**src/rtl/im_port_arbiter_pkg.sv**
```systemverilog
// Shared types and default constants for the instruction-memory port arbiter.
package im_port_arbiter_pkg;

  typedef enum logic [1:0] {
    ST_IDLE,
    ST_FETCH_RD,
    ST_LOAD_WR,
    ST_LOCKED
  } arb_state_t;

  typedef enum logic {
    OWN_FETCH,
    OWN_LOAD
  } owner_t;

  // Byte address of instruction word 0.
  localparam logic [15:0]  DEF_IM_BASE = 16'h3000;
  // Word-index width; the memory holds 2**IDX_W words.
  localparam int unsigned  DEF_IDX_W   = 10;
  // Word returned for a rejected fetch (addi x0,x0,0).
  localparam logic [31:0]  DEF_NOP     = 32'h0000_0013;

endpackage

```
**src/rtl/im_port_arbiter_if.sv**
```systemverilog
// Fetch, loader and memory-side signals of the instruction-memory port arbiter.
interface im_port_arbiter_if
  import im_port_arbiter_pkg::*;
#(
  parameter int unsigned IDX_W = DEF_IDX_W
);
  logic             fetch_req;
  logic [15:0]      fetch_addr;
  logic             fetch_gnt;
  logic             fetch_valid;
  logic [31:0]      fetch_data;
  logic             fetch_err;

  logic             load_req;
  logic [15:0]      load_addr;
  logic [31:0]      load_data;
  logic             load_lock;
  logic             load_gnt;
  logic             load_done;
  logic             load_err;

  logic [IDX_W-1:0] mem_addr;
  logic [31:0]      mem_din;
  logic             mem_we;
  logic [31:0]      mem_dout;

  // Arbiter side.
  modport slave (
    input  fetch_req, fetch_addr, load_req, load_addr, load_data, load_lock, mem_dout,
    output fetch_gnt, fetch_valid, fetch_data, fetch_err,
    output load_gnt, load_done, load_err,
    output mem_addr, mem_din, mem_we
  );

  // Requester / memory side.
  modport master (
    output fetch_req, fetch_addr, load_req, load_addr, load_data, load_lock, mem_dout,
    input  fetch_gnt, fetch_valid, fetch_data, fetch_err,
    input  load_gnt, load_done, load_err,
    input  mem_addr, mem_din, mem_we
  );

endinterface

```
**src/rtl/im_addr_xlate.sv**
```systemverilog
// Byte address to instruction word index, with alignment and range check.
module im_addr_xlate
  import im_port_arbiter_pkg::*;
#(
  parameter logic [15:0] IM_BASE = DEF_IM_BASE,
  parameter int unsigned IDX_W   = DEF_IDX_W
) (
  input  logic [15:0]      addr,
  output logic [IDX_W-1:0] idx,
  output logic             ok
);

  localparam logic [16:0] LIMIT = 17'(1) << IDX_W;

  logic [13:0] word_off;

  // Offset from the base in words; only meaningful when addr >= IM_BASE.
  always_comb begin
    word_off = 14'((addr - IM_BASE) >> 2);
    idx      = word_off[IDX_W-1:0];
    ok       = (addr[1:0] == 2'b00) && (addr >= IM_BASE) && ({3'b000, word_off} < LIMIT);
  end

endmodule

```
**src/rtl/im_port_arbiter.sv**
```systemverilog
// Sequences the single instruction-memory port between CPU fetch and the program loader.
module im_port_arbiter
  import im_port_arbiter_pkg::*;
#(
  parameter logic [15:0] IM_BASE = DEF_IM_BASE,
  parameter int unsigned IDX_W   = DEF_IDX_W,
  parameter logic [31:0] NOP     = DEF_NOP
) (
  input  logic              clk,
  input  logic              rst,
  im_port_arbiter_if.slave  bus
);

  arb_state_t       state_q;
  owner_t           last_q;
  logic             err_q;
  logic [IDX_W-1:0] addr_q;
  logic [31:0]      data_q;

  logic [IDX_W-1:0] f_idx, l_idx;
  logic             f_ok, l_ok;
  logic             want_f, want_l, gnt_f, gnt_l;
  logic             fetch_valid, load_done, mem_we;
  logic [IDX_W-1:0] mem_addr;
  logic [31:0]      mem_din, fetch_data;

  im_addr_xlate #(.IM_BASE(IM_BASE), .IDX_W(IDX_W)) u_fetch_xlate (
    .addr (bus.fetch_addr),
    .idx  (f_idx),
    .ok   (f_ok)
  );

  im_addr_xlate #(.IM_BASE(IM_BASE), .IDX_W(IDX_W)) u_load_xlate (
    .addr (bus.load_addr),
    .idx  (l_idx),
    .ok   (l_ok)
  );

  // Grant selection: lock keeps fetch out, round-robin on a tie.
  always_comb begin
    want_f = !rst && bus.fetch_req && !bus.load_lock && (state_q != ST_LOCKED);
    want_l = !rst && bus.load_req;
    gnt_f  = want_f;
    gnt_l  = want_l;
    if (want_f && want_l) begin
      gnt_l = (last_q == OWN_FETCH);
      gnt_f = !gnt_l;
    end
  end

  // Memory drive in the grant cycle and response outputs in the following cycle.
  always_comb begin
    mem_we  = gnt_l && l_ok;
    mem_din = mem_we ? bus.load_data : '0;
    if (rst)
      mem_addr = '0;
    else if (gnt_f && f_ok)
      mem_addr = f_idx;
    else if (mem_we)
      mem_addr = l_idx;
    else
      mem_addr = addr_q;

    fetch_valid = !rst && (state_q == ST_FETCH_RD);
    load_done   = !rst && (state_q == ST_LOAD_WR);
    // Read data arrives one cycle after the address, so it passes straight
    // through during FETCH_RD and is held from a register otherwise.
    if (rst)
      fetch_data = '0;
    else if (fetch_valid)
      fetch_data = err_q ? NOP : bus.mem_dout;
    else
      fetch_data = data_q;
  end

  assign bus.fetch_gnt   = gnt_f;
  assign bus.load_gnt    = gnt_l;
  assign bus.fetch_valid = fetch_valid;
  assign bus.fetch_data  = fetch_data;
  assign bus.fetch_err   = fetch_valid && err_q;
  assign bus.load_done   = load_done;
  assign bus.load_err    = load_done && err_q;
  assign bus.mem_addr    = mem_addr;
  assign bus.mem_din     = mem_din;
  assign bus.mem_we      = mem_we;

  // FSM, owner history and held output values.
  always_ff @(posedge clk) begin
    if (rst) begin
      state_q <= ST_IDLE;
      last_q  <= OWN_FETCH;
      err_q   <= 1'b0;
      addr_q  <= '0;
      data_q  <= '0;
    end else begin
      addr_q <= mem_addr;
      data_q <= fetch_data;
      if (gnt_f) begin
        state_q <= ST_FETCH_RD;
        last_q  <= OWN_FETCH;
        err_q   <= !f_ok;
      end else if (gnt_l) begin
        state_q <= ST_LOAD_WR;
        last_q  <= OWN_LOAD;
        err_q   <= !l_ok;
      end else begin
        state_q <= bus.load_lock ? ST_LOCKED : ST_IDLE;
        err_q   <= 1'b0;
      end
    end
  end

endmodule

```
**src/flat_wrapper.sv**
```systemverilog
// flat-port wrapper written by rule: the top's interface ports become plain ports
module im_port_arbiter_flat import im_port_arbiter_pkg::*;
#(
  parameter logic [15:0] IM_BASE = DEF_IM_BASE,
  parameter int unsigned IDX_W   = DEF_IDX_W,
  parameter logic [31:0] NOP     = DEF_NOP
)
  (clk, rst, bus_fetch_req, bus_fetch_addr, bus_load_req, bus_load_addr, bus_load_data, bus_load_lock, bus_mem_dout, bus_fetch_gnt, bus_fetch_valid, bus_fetch_data, bus_fetch_err, bus_load_gnt, bus_load_done, bus_load_err, bus_mem_addr, bus_mem_din, bus_mem_we);
  im_port_arbiter_if #(.IDX_W(IDX_W)) bus_i ();
  input  logic clk;
  input  logic rst;
  input wire logic [$bits(bus_i.fetch_req)-1:0] bus_fetch_req;
  input wire logic [$bits(bus_i.fetch_addr)-1:0] bus_fetch_addr;
  input wire logic [$bits(bus_i.load_req)-1:0] bus_load_req;
  input wire logic [$bits(bus_i.load_addr)-1:0] bus_load_addr;
  input wire logic [$bits(bus_i.load_data)-1:0] bus_load_data;
  input wire logic [$bits(bus_i.load_lock)-1:0] bus_load_lock;
  input wire logic [$bits(bus_i.mem_dout)-1:0] bus_mem_dout;
  output wire logic [$bits(bus_i.fetch_gnt)-1:0] bus_fetch_gnt;
  output wire logic [$bits(bus_i.fetch_valid)-1:0] bus_fetch_valid;
  output wire logic [$bits(bus_i.fetch_data)-1:0] bus_fetch_data;
  output wire logic [$bits(bus_i.fetch_err)-1:0] bus_fetch_err;
  output wire logic [$bits(bus_i.load_gnt)-1:0] bus_load_gnt;
  output wire logic [$bits(bus_i.load_done)-1:0] bus_load_done;
  output wire logic [$bits(bus_i.load_err)-1:0] bus_load_err;
  output wire logic [$bits(bus_i.mem_addr)-1:0] bus_mem_addr;
  output wire logic [$bits(bus_i.mem_din)-1:0] bus_mem_din;
  output wire logic [$bits(bus_i.mem_we)-1:0] bus_mem_we;
  assign bus_i.fetch_req = bus_fetch_req;
  assign bus_i.fetch_addr = bus_fetch_addr;
  assign bus_i.load_req = bus_load_req;
  assign bus_i.load_addr = bus_load_addr;
  assign bus_i.load_data = bus_load_data;
  assign bus_i.load_lock = bus_load_lock;
  assign bus_i.mem_dout = bus_mem_dout;
  assign bus_fetch_gnt = bus_i.fetch_gnt;
  assign bus_fetch_valid = bus_i.fetch_valid;
  assign bus_fetch_data = bus_i.fetch_data;
  assign bus_fetch_err = bus_i.fetch_err;
  assign bus_load_gnt = bus_i.load_gnt;
  assign bus_load_done = bus_i.load_done;
  assign bus_load_err = bus_i.load_err;
  assign bus_mem_addr = bus_i.mem_addr;
  assign bus_mem_din = bus_i.mem_din;
  assign bus_mem_we = bus_i.mem_we;
  im_port_arbiter #(.IM_BASE(IM_BASE), .IDX_W(IDX_W), .NOP(NOP)) u_core (.clk(clk), .rst(rst), .bus(bus_i));
endmodule
```
**config.mk**
```make
export PLATFORM = sky130hd
export DESIGN_NAME = im_port_arbiter_flat
export DESIGN_NICKNAME = d
export VERILOG_FILES = /design/src/rtl/im_port_arbiter_pkg.sv /design/src/rtl/im_port_arbiter_if.sv /design/src/rtl/im_addr_xlate.sv /design/src/rtl/im_port_arbiter.sv /design/src/flat_wrapper.sv
export SDC_FILE = /design/constraint.sdc
export NUM_CORES = 1
export LEC_CHECK = 0
export CORE_AREA = 3 3 88 90
export DETAILED_ROUTE_END_ITERATION = 6
export DIE_AREA = 0 0 91 93
export PLACE_DENSITY = 0.79
export REMOVE_ABC_BUFFERS = 1
export SYNTH_ARGS = -nofsm -noshare
export SYNTH_HDL_FRONTEND = slang
export SYNTH_SLANG_ARGS = --single-unit
```
**constraint.sdc**
```tcl
create_clock -name clk -period 1.7 [get_ports clk]
set_input_delay 0.17 -clock clk [delete_from_list [all_inputs] [get_ports clk]]
set_output_delay 0.17 -clock clk [all_outputs]
set_load 0.005 [all_outputs]
```
* Word level (Yosys, flattened, before mapping)
Index checks and enable logic that the tools add are counted.
** Storage, ports and cells
- Output and inout bits :: 81
- Word-level logic and storage cells :: 52
- Bits of input ports :: 101
- Flip-flop bits (word level) :: 46
** Operators by class
- Reductions and logical operators :: 22
- Add/sub/neg operators :: 2
- Bitwise operators :: 1
- Muxes and demuxes :: 14
- Equality and inequality tests :: 3
- $lt $le $gt $ge :: 4
** Operator list (number)
- 2-to-1 mux 32 bit :: 4
- >= comparator 16 x 14 -> 1 bit (second input constant) :: 2
- subtractor 16 x 14 -> 16 bit (second input constant) :: 2
- 2-to-1 mux 10 bit :: 3
- < comparator 14 x 11 -> 1 bit (second input constant) :: 2
- logical AND 1 bit :: 15
- 2-to-1 mux 1 bit :: 5
- logical NOT 1 bit :: 4
- logical NOT 2 bit :: 2
- 2-to-1 mux 2 bit :: 2
- equality test 2 x 1 -> 1 bit (second input constant) :: 1
- equality test 2 bit (second input constant) :: 1
- inequality test 2 bit (second input constant) :: 1
- OR reduction 2 bit :: 1
- NOT 1 bit :: 1

* Longest topological paths before layout
Gate-level depths: netlist (run 1).
- Word-level depth :: 10
- Gate-level depth with buffers :: 6

* Cells and area by module
From an unflattened synthesis (run 1), not the netlist that was laid out.
** Unflattened totals
- Cells, all modules :: 264
- Area total of the unflattened synthesis :: 2458.6 sq um
** Modules (own cells, without submodules)
- im_port_arbiter :: area an instance 2265.9 sq um, seq. area each 920.9 sq um, times used 1, cells an instance 240
- im_addr_xlate :: area an instance 96.3 sq um, seq. area each 0.0 sq um, times used 2, cells an instance 12

* Least setup slack after synthesis (run 1)
Ideal clock, no wire load.
- Path kind :: register -> output
- Start :: register u_core.state_q[0]
- End :: output port bus_mem_addr[3]
- Data required time :: 1.530 ns
- Cell stages (with the launch flop) :: 7
- Path slack :: 0.187 ns
- Arrival time :: 1.343 ns
- Path through :: dfxtp_1 > nand2_1 > a311o_1 > inv_2 > buf_4 > nand3_1 > a31oi_1
** On the way
- Word-level cells in the longest chain between the ends :: 8
- Elaborated cells between the ends (all ways) :: 10
** RTL lines
- start, declared :: line im_port_arbiter.sv:14 : arb_state_t state_q;
- start signal, assigned :: line im_port_arbiter.sv:107 : state_q <= bus.load_lock ? ST_LOCKED : ST_IDLE;
- inequality test 2 bit (*) :: line im_port_arbiter.sv:41 : want_f = !rst && bus.fetch_req && !bus.load_lock && (state_q != ST_LOCKED);
- logical AND 1 bit (*) :: line im_port_arbiter.sv:41
- logical AND 1 bit :: line im_port_arbiter.sv:45 : if (want_f && want_l) begin
- 2-to-1 mux 1 bit :: line im_port_arbiter.sv:45
- logical AND 1 bit :: line im_port_arbiter.sv:53 : mem_we = gnt_l && l_ok;
- 2-to-1 mux 10 bit :: line im_port_arbiter.sv:59 : else if (mem_we)
- 2-to-1 mux 10 bit (*) :: line im_port_arbiter.sv:57 : else if (gnt_f && f_ok)
- 2-to-1 mux 10 bit (*) :: line im_port_arbiter.sv:55 : if (rst)
- end, declared :: line flat_wrapper.sv:26 : output wire logic [$bits(bus_i.mem_addr)-1:0] bus_mem_addr;
Every way passes the cells marked *; elsewhere a longest branch is shown, timed or not.

* Final worst setup path (run 1)
- Start :: register u_core.state_q[1]
- End :: output port bus_mem_addr[8]
The elaborated chain is that of the path after synthesis.

==> results of run 1 <==
==> timing repair <==
action	4_1_cts	5_1_grt
setup buffers	33	15
pin swaps	42	20
setup endpoints to repair	81	80
gates cloned	7	4
resized for setup	377	38
==> registers in the layout, indices dropped and copies added, names as in the netlist <==
register / flops
u_core.data_q: 32
u_core.addr_q: 10
u_core.state_q: 2
u_core.err_q: 1
u_core.last_q: 1
==> area by class of cell <==
type / instances / share of cell area
Clock buffer: 6 / 0.0139
Multi-Input combinational cell: 182 / 0.284
Timing Repair Buffer: 277 / 0.492
Sequential cell: 46 / 0.177
Tap cell: 99 / 0.0237
Inverter: 3 / 0.00215
Clock inverter: 2 / 0.00718
==> stage by stage <==
stage          instances  area (um^2)  hold WS, ns  power, uW
6_report             615         5230        0.296       2740
5_1_grt              615         5230        0.295       2840
4_1_cts              603         5030        0.285       2670
3_5_place_dp         559         4550        0.457       1770
3_3_place_gp         559         4550        0.456       1760
2_1_floorplan        231         2170        0.239       1320
==> cells by family after synthesis <==
family                 after synthesis  synth area share
and+or+nand+nor                     78             0.190
DFF                                 46             0.400
buffers and inverters               33            0.0604
AOI/OAI and AO/OA                  104             0.350
==> synthesized netlist by cell type <==
cell	n	area share
a22o_1	58	0.22
dfxtp_1	46	0.40
and3_1	33	0.090
a31oi_1	20	0.054
clkbuf_1	18	0.029
nor2_1	12	0.020
nand3_1	10	0.022
o31ai_1	10	0.033
buf_2	9	0.020
nor3_1	9	0.020
o21ai_1	9	0.020
nand2_1	3	0.0049
a21oi_1	2	0.0044
buf_1	2	0.0033
inv_1	2	0.0033
nand2b_1	2	0.0054
nand4_1	2	0.0054
a311o_1	1	0.0044
a311oi_1	1	0.0038
and2_1	1	0.0027
and4_1	1	0.0038
buf_4	1	0.0033
inv_2	1	0.0016
nor2b_1	1	0.0027
nor2b_2	1	0.0038
nor3_2	1	0.0044
nor3b_1	1	0.0033
o211a_1	1	0.0044
o211ai_1	1	0.0033
o21ai_0	1	0.0022
or3_1	1	0.0027
==> path summary, 6_finish.rpt <==
path / slack [ns] / cells past startpoint / start / to
worst max-delay path: -0.28 / 9 / u_core.state_q[1] / bus_mem_addr[8]
worst min-delay path: 0.30 / 3 / bus_load_req / u_core.last_q
worst max register to register: 0.01 / 9 / u_core.state_q[1] / u_core.addr_q[1]
worst min register to register: 0.48 / 1 / u_core.data_q[12] / u_core.data_q[12]
==> where the power goes <==
part,leakage [uW],switching [uW],internal [uW]
registers,0.000375,25.3,1120
clock network,0.0000514,377,439
logic,0.00196,287,497
total,0.00239,689,2050
==> metal layers <==
metal,share of wire,GRT usage,vias to the layer above
li1,-,-,1532
met1,0.34,0.243,1559
met2,0.52,0.441,218
met3,0.097,0.0748,42
met4,0.042,0.131,0
met5,0,0,-
==> critical path: stages, from the launching register on <==
cell     delay [ns]
dfxtp_2        0.35
nand2_2        0.08
a311o_1        0.30
inv_2          0.11
buf_6          0.11
buf_6          0.09
buf_6          0.09
nand3_2        0.07
a31oi_1        0.17
buf_2          0.14
==> results.cfg, run 1 <==
[global_route]
gr-usage-all-layers = 0.240
grt_pass1_wl_um = 16400
first_global_vias = 3418
grt_overflow = 0
antenna_found_initial = 0
grt_max_degree = 31

[power]
p_per_area_nw_per_um2 = 525
ir_drop_uv = 276
p_leak_uw = 0.00239

[placement]
place_ws_ns = -0.662
gp_congestion = 0.825
dp_hpwl_um = 6900
portBuffers = 181

[clocking]
clkSinkCount = 46
htree_levels = 2
clock_path_buffers = 2
cts_tree = built
cts_made_buffers = 5
cts_root_buf = clkbuf_8
postCtsHoldBufs = 0
insertion_delay_ns = 0.30
clk_pin_slew_ns = 0.08

[timing]
max_freq_mhz = 504
worst_slack_ns = -0.284
final-setup-viol-count = 76
min_period_over_period = 1.17
finalSetupTns_ns = -13.68
worstMarginPinSlew_ns = 0.414
clock_skew_ns = 0.00540
fin_crit_ns = 1.98
slew_headroom = 0.722
finalMaxSlewViolations = 0
final_hold_viol_count = 0
rsz0062_at_grt = true

[routing]
first_iter_violations = 112
vias = 3351
wirelength_um = 11600
viasPerCell = 5.45
ant_nets = 0
avgRoutedWirePerCell_um = 18.9
drc = 0
first_pass_iters = 4

[logic_synthesis]
synth_area_per_cell_um2 = 8.82
post_synth_num_cell_types = 31
ys_seq_area_frac = 0.400
ys_ff_latch = 46
ys_warn_count = 0
netlist_area_um2 = 2300
syn-instance-count = 261

[floorplan]
die_area_um2 = 8460
die_x_um = 91
pin_count = 182
fp.dieH_um = 93
core_area_um2 = 7140
start_util = 0.322
rows = 31

[layout]
syn2layout_area_growth_pct = 127
seqCellArea_um2 = 925
fill_cells = 511
layout_common_cells = 96 x clkdlybuf4s50_1, 60 x buf_2, 59 x buf_4
multiInputGateArea_um2 = 1480
drive_gt1_frac = 0.442
nets = 616
final_common_cell = clkdlybuf4s50_1
antennaDiodeCount = 0
post-route-util = 0.732

[run_status]
failed_checks = setup timing
status = finished, violations left

[setup_path]
crit_type = flop to primary output
worstSetupEndpointType = primary output
required_ns = 1.53
arrival_ns = 1.81
start_kind = flop
cp_max_fo = 3

[job]
max-cap-violations = 0

[hold_path]
min_path_type = input pin to flop
(Power assumes the default switching activity.)
==> run 2, diff against run 1 <==
ABC_AREA = 1   (was not set)
CORE_AREA = 3 3 91 93   (was 3 3 88 90)
DIE_AREA = 0 0 94 96   (was 0 0 91 93)
PLACE_DENSITY = 0.9   (was 0.79)
==> results.cfg, run 2 <==
[run_status]
status = finished, violations left
failed_checks = setup timing

[clocking]
postCtsHoldBufs = 0
clkSinkCount = 46
cts_root_buf = clkbuf_8
htree_levels = 2
clk_pin_slew_ns = 0.09
cts_made_buffers = 5
insertion_delay_ns = 0.30
cts_tree = built
clock_path_buffers = 2

[routing]
vias = 4163
first_pass_iters = 5
avgRoutedWirePerCell_um = 22.1
viasPerCell = 5.32
wirelength_um = 17300
first_iter_violations = 217
ant_nets = 0
drc = 0

[floorplan]
pin_count = 182
rows = 32
core_area_um2 = 7610
fp.dieH_um = 96
start_util = 0.358
die_x_um = 94
die_area_um2 = 9020

[timing]
fin_crit_ns = 2.15
slew_headroom = 0.767
clock_skew_ns = 0.00473
final_hold_viol_count = 0
rsz0062_at_grt = true
min_period_over_period = 1.26
worst_slack_ns = -0.450
finalSetupTns_ns = -17.83
worstMarginPinSlew_ns = 0.348
max_freq_mhz = 465
final-setup-viol-count = 86
finalMaxSlewViolations = 0

[logic_synthesis]
syn-instance-count = 390
post_synth_num_cell_types = 27
synth_area_leader_cell = dfxtp_1
netlist_area_um2 = 2720
synth-async-reset-ratio = 0
ys_seq_area_frac = 0.338
synth_edf_count = 0
synth_common_cells = 97 x nand2_1, 71 x inv_1, 70 x nand3_1
ys_ff_latch = 46
ys_warn_count = 0
yosysMostFrequentCell = nand2_1
synth_area_leaders = dfxtp_1 34%, nand2_1 13%, nand3_1 13%, nor2_4 12%, inv_1 9.8%
synthFlopType = dfxtp_1
yosysTopAreaCellShare = 0.338
synth_area_per_cell_um2 = 6.98

[global_route]
met3_usage = 0.128
antenna_found_initial = 2
grt.busiest_layer = met2
grt_max_degree = 40
grt_overflow = 0
grt_pass1_wl_um = 21600
use_met1 = 0.323
gr-usage-all-layers = 0.315
gr-usage-met2 = 0.527
first_global_vias = 4129

[layout]
antennaDiodeCount = 0
nets = 780
reg.largest.list = u_core.data_q (32), u_core.addr_q (10), u_core.state_q (2)
largest_reg_flops = 32
syn2layout_area_growth_pct = 131
final_common_cell = clkdlybuf4s50_1
stdcell_area_um2 = 6290
layout_common_cells = 87 x clkdlybuf4s50_1, 70 x buf_6, 61 x nand2_1
post-route-util = 0.827
drive_gt1_frac = 0.524
top_register = u_core.data_q

[hold_path]
worstHoldPathCells = 2
min_path_type = input pin to flop
min_from = bus_load_req

[setup_path]
arrival_ns = 1.98
crit_type = flop to primary output
worstSetupEndpointType = primary output
crit_path_top_delay_cell = dfxtp_2
setup.worst_path.start = u_core.state_q[1]
crit_family = simple AND/OR/NAND/NOR gates
reg2reg_depth = 15
slowest_delay_ns = 0.35
required_ns = 1.53
start_kind = flop
crit_buf_inv = 4
crit_chain = nand2_2, nand4_1, buf_4, buf_6, nand4_1, nand3_4, nand2_4, inv_2, buf_6
r2r-start = u_core.state_q[1]
worst-path-stages = 9
cp_max_fo = 6

[placement]
gp_congestion = 0.797
place_area_um2 = 4950
portBuffers = 181
dp_hpwl_um = 7920
place_ws_ns = -0.586

[power]
sequentialPowerShare = 0.408
p_per_area_nw_per_um2 = 447
switching_share = 0.289
cellInternalPower_uw = 2000
ir_drop_uv = 360
p_leak_uw = 0.00330
switchingPower_uw = 811
clockPowerShare = 0.299
p_comb_frac = 0.294

[job]
max-cap-violations = 0
[run 2: cell types whose count changed in the layout (fill, tap and decap cells not counted), sizes merged, moves of 29 or more]
cell,change
nand2,+94
inv,+70
nand3,+61
a22o,-58
and3,-33
nor2,+29
[run 2: path summary, 6_finish.rpt]
kind                             to  slack (ns)
hold reg to reg   u_core.data_q[27]        0.48
setup reg to reg   u_core.addr_q[9]       -0.37
hold / removal        u_core.last_q        0.16
setup / recovery    bus_mem_addr[1]       -0.45
[run 2: what timing repair did]
item / 4_1_cts / 5_1_grt
cloned: 6 / 1
setup buffers: 62 / 25
endpoints found under the setup margin: 81 / 85
pin swaps: 26 / 51
resized for setup: 349 / 219
[run 2: worst register-to-register path: cells and delay by family, from the launching register on]
| kind | cells | cell delay, ns |
|---|---|---|
| flip-flops | 1 | 0.35 |
| AND/OR/NAND/NOR | 6 | 0.75 |
| buffers and inverters | 9 | 0.91 |
[run 2: through the flow]
stage,power [uW],std cells,hold slack (ns)
after global placement,1750,703,0.458
final,2810,782,0.163
after global routing,2890,782,0.167
after floorplan,1340,367,0.239
after detailed placement,1760,703,0.469
after CTS,2630,777,0.263
[run 2: power by group through the flow]
| stage | sequential (uW) | combinational (uW) | clock, uW |
|---|---|---|---|
| after floorplan | 1160 | 181 | 0 |
| after detailed placement | 1160 | 604 | 0 |
| after CTS | 1140 | 665 | 829 |
| after global placement | 1160 | 590 | 0 |
| final | 1140 | 826 | 839 |
| after global routing | 1150 | 866 | 878 |
[run 2: kinds of logic (layout without fill, tap and decap cells)]
| kind of cell | after synthesis | count (layout) | share of synthesized area |
|---|---|---|---|
| DFF | 46 | 46 | 0.338 |
| and+or+nand+nor | 234 | 234 | 0.473 |
| buffers and inverters | 96 | 386 | 0.160 |
| AOI/OAI and AO/OA | 14 | 14 | 0.0280 |
[run 2: layout make-up]
type	count	area, um^2
multi-input combinational	248	1910
inverter	73	287
clock inverter	2	37.5
timing repair buffer	305	2930
tap	102	128
fill	384	1320
sequential	46	925
clock buffer	6	72.6
[run 2: per-layer routing]
metal	up-vias	wire, um	share of wire
li1	1791	-	-
met1	1917	5650	0.33
met2	335	8060	0.47
met3	116	2340	0.14
met4	4	1200	0.069
met5	-	27	0.0016
==> run 3, diff against run 2 <==
CTS_BUF_LIST = sky130_fd_sc_hd__clkbuf_16   (was not set)
GPL_ROUTABILITY_DRIVEN = 0   (was not set)
==> results.cfg, run 3 (synthesized netlist as in run 2, its figures left out) <==
[run_status]
status = finished, violations left
failed_checks = setup timing

[hold_path]
min_path_type = input pin to flop

[routing]
wl_met3_um = 1880
wirelength_um = 16000
viasPerCell = 5.23
wl_met1_um = 5750
first_iter_violations = 316
drc = 0
vias = 4114
ant_nets = 0
first_pass_iters = 5
route.met2.wl_um = 7550
highest_layer = met5
avgRoutedWirePerCell_um = 20.3

[setup_path]
required_ns = 1.53
worstSetupEndpointType = primary output
arrival_ns = 1.87
cp_max_fo = 4
start_kind = flop
crit_type = flop to primary output

[global_route]
antenna_found_initial = 2
first_global_vias = 4094
gr-usage-all-layers = 0.317
grt_overflow = 0
grt_max_degree = 40
grt_pass1_wl_um = 21800

[timing]
worstMarginPinSlew_ns = 0.322
finalMaxSlewViolations = 0
max_freq_mhz = 491
clock_skew_ns = 0.00794
slew_headroom = 0.785
final-setup-viol-count = 80
rsz0062_at_grt = true
fin_crit_ns = 2.04
holdWs_ns = 0.306
worst_slack_ns = -0.337
finalSetupTns_ns = -12.91
min_period_over_period = 1.20
final_hold_viol_count = 0

[power]
sequentialPowerShare = 0.377
fin_total_pwr_uw = 3030
ir_drop_uv = 433
switchingPower_uw = 802
p_leak_uw = 0.00333
clockPowerShare = 0.366
cellInternalPower_uw = 2230
p_comb_frac = 0.257
p_per_area_nw_per_um2 = 490
switching_share = 0.265

[layout]
post-route-util = 0.814
drive_gt1_frac = 0.513
syn2layout_area_growth_pct = 127
top_register = u_core.data_q
fill_cells = 384
layout_common_cells = 85 x clkdlybuf4s50_1, 64 x buf_6, 63 x nand2_1
final_common_cell = clkdlybuf4s50_1
nets = 784
reg.largest.list = u_core.data_q (32), u_core.addr_q (10), u_core.state_q (2)
largest_reg_flops = 32

[floorplan]
pin_count = 182
rows = 32
die_area_um2 = 9020
fp.dieH_um = 96
core_area_um2 = 7610
start_util = 0.358
die_x_um = 94

[placement]
dp_hpwl_um = 7920
portBuffers = 181

[clocking]
clkSinkCount = 46
postCtsHoldBufs = 0
clock_path_buffers = 2
insertion_delay_ns = 0.28
cts_root_buf = clkbuf_16
htree_levels = 2
cts_made_buffers = 5
clk_pin_slew_ns = 0.07
cts_tree = built

[job]
max-cap-violations = 0
run 3: changes by cell type in the layout (fill, tap and decap cells not counted), sizes merged:
| cell | previous run | this run |
|---|---|---|
| inv | 73 | 74 |
| diode | 0 | 1 |
| clkdlybuf4s15 | 0 | 2 |
| clkbuf | 24 | 25 |
| dlygate4sd2 | 13 | 15 |
| clkdlybuf4s50 | 87 | 85 |
run 3: worst max-delay path, cell delays in order (launching register included):
cell	delay, ns
dfxtp_2	0.33
nand2_2	0.09
nand4_1	0.22
nand3_4	0.23
buf_12	0.14
buf_8	0.12
nand2_4	0.04
nand3_2	0.07
nand2_2	0.08
buf_6	0.12
inv_2	0.04
buf_6	0.09
run 3: through the flow:
step,instance area [um^2],worst slack (ns),cells
final,6190,-0.337,787
after global routing,6190,-0.426,787
after CTS,5890,-0.222,779
after detailed placement,4950,-0.586,703
after global placement,4950,-0.501,703
after floorplan,2560,-0.500,367
run 3: final cells by class:
cell class | count | area [um^2] | share of cell area
antenna | 1 | 2.50 | 0.000404
clock buffer | 5 | 125 | 0.0202
clock inverter | 3 | 41.3 | 0.00667
inverter | 73 | 277 | 0.0446
multi-input combinational | 248 | 1820 | 0.293
sequential | 46 | 926 | 0.149
tap | 102 | 128 | 0.0206
timing repair buffer | 309 | 2880 | 0.465
run 3: path summary, 6_finish.rpt:
kind | from | slack [ns] | to | cells past startpoint
worst max-delay path | u_core.state_q[0] | -0.34 | bus_mem_addr[1] | 11
worst min-delay path | bus_load_lock | 0.31 | u_core.state_q[1] | 3
worst min register to register | u_core.data_q[5] | 0.48 | u_core.data_q[5] | 2
worst max register to register | u_core.state_q[0] | -0.31 | u_core.addr_q[4] | 14
run 3: timing repair:
item | in CTS | in global routing
setup endpoints to repair | 81 | 83
pin swaps | 30 | 34
cloned | 5 | 1
setup buffers | 65 | 19
resized for setup | 359 | 178
run 3: power by group through the flow:
stage / logic, uW / clock network [uW] / registers [uW]
2_1_floorplan: 181 / 0 / 1160
5_1_grt: 815 / 1160 / 1150
4_1_cts: 659 / 1110 / 1140
6_report: 778 / 1110 / 1140
3_3_place_gp: 590 / 0 / 1160
3_5_place_dp: 604 / 0 / 1160
run 3: metal layers:
layer / vias to the layer above / GRT usage
met5: - / 0
met3: 85 / 0.136
met2: 299 / 0.523
met1: 1930 / 0.335
met4: 2 / 0.193
li1: 1798 / -
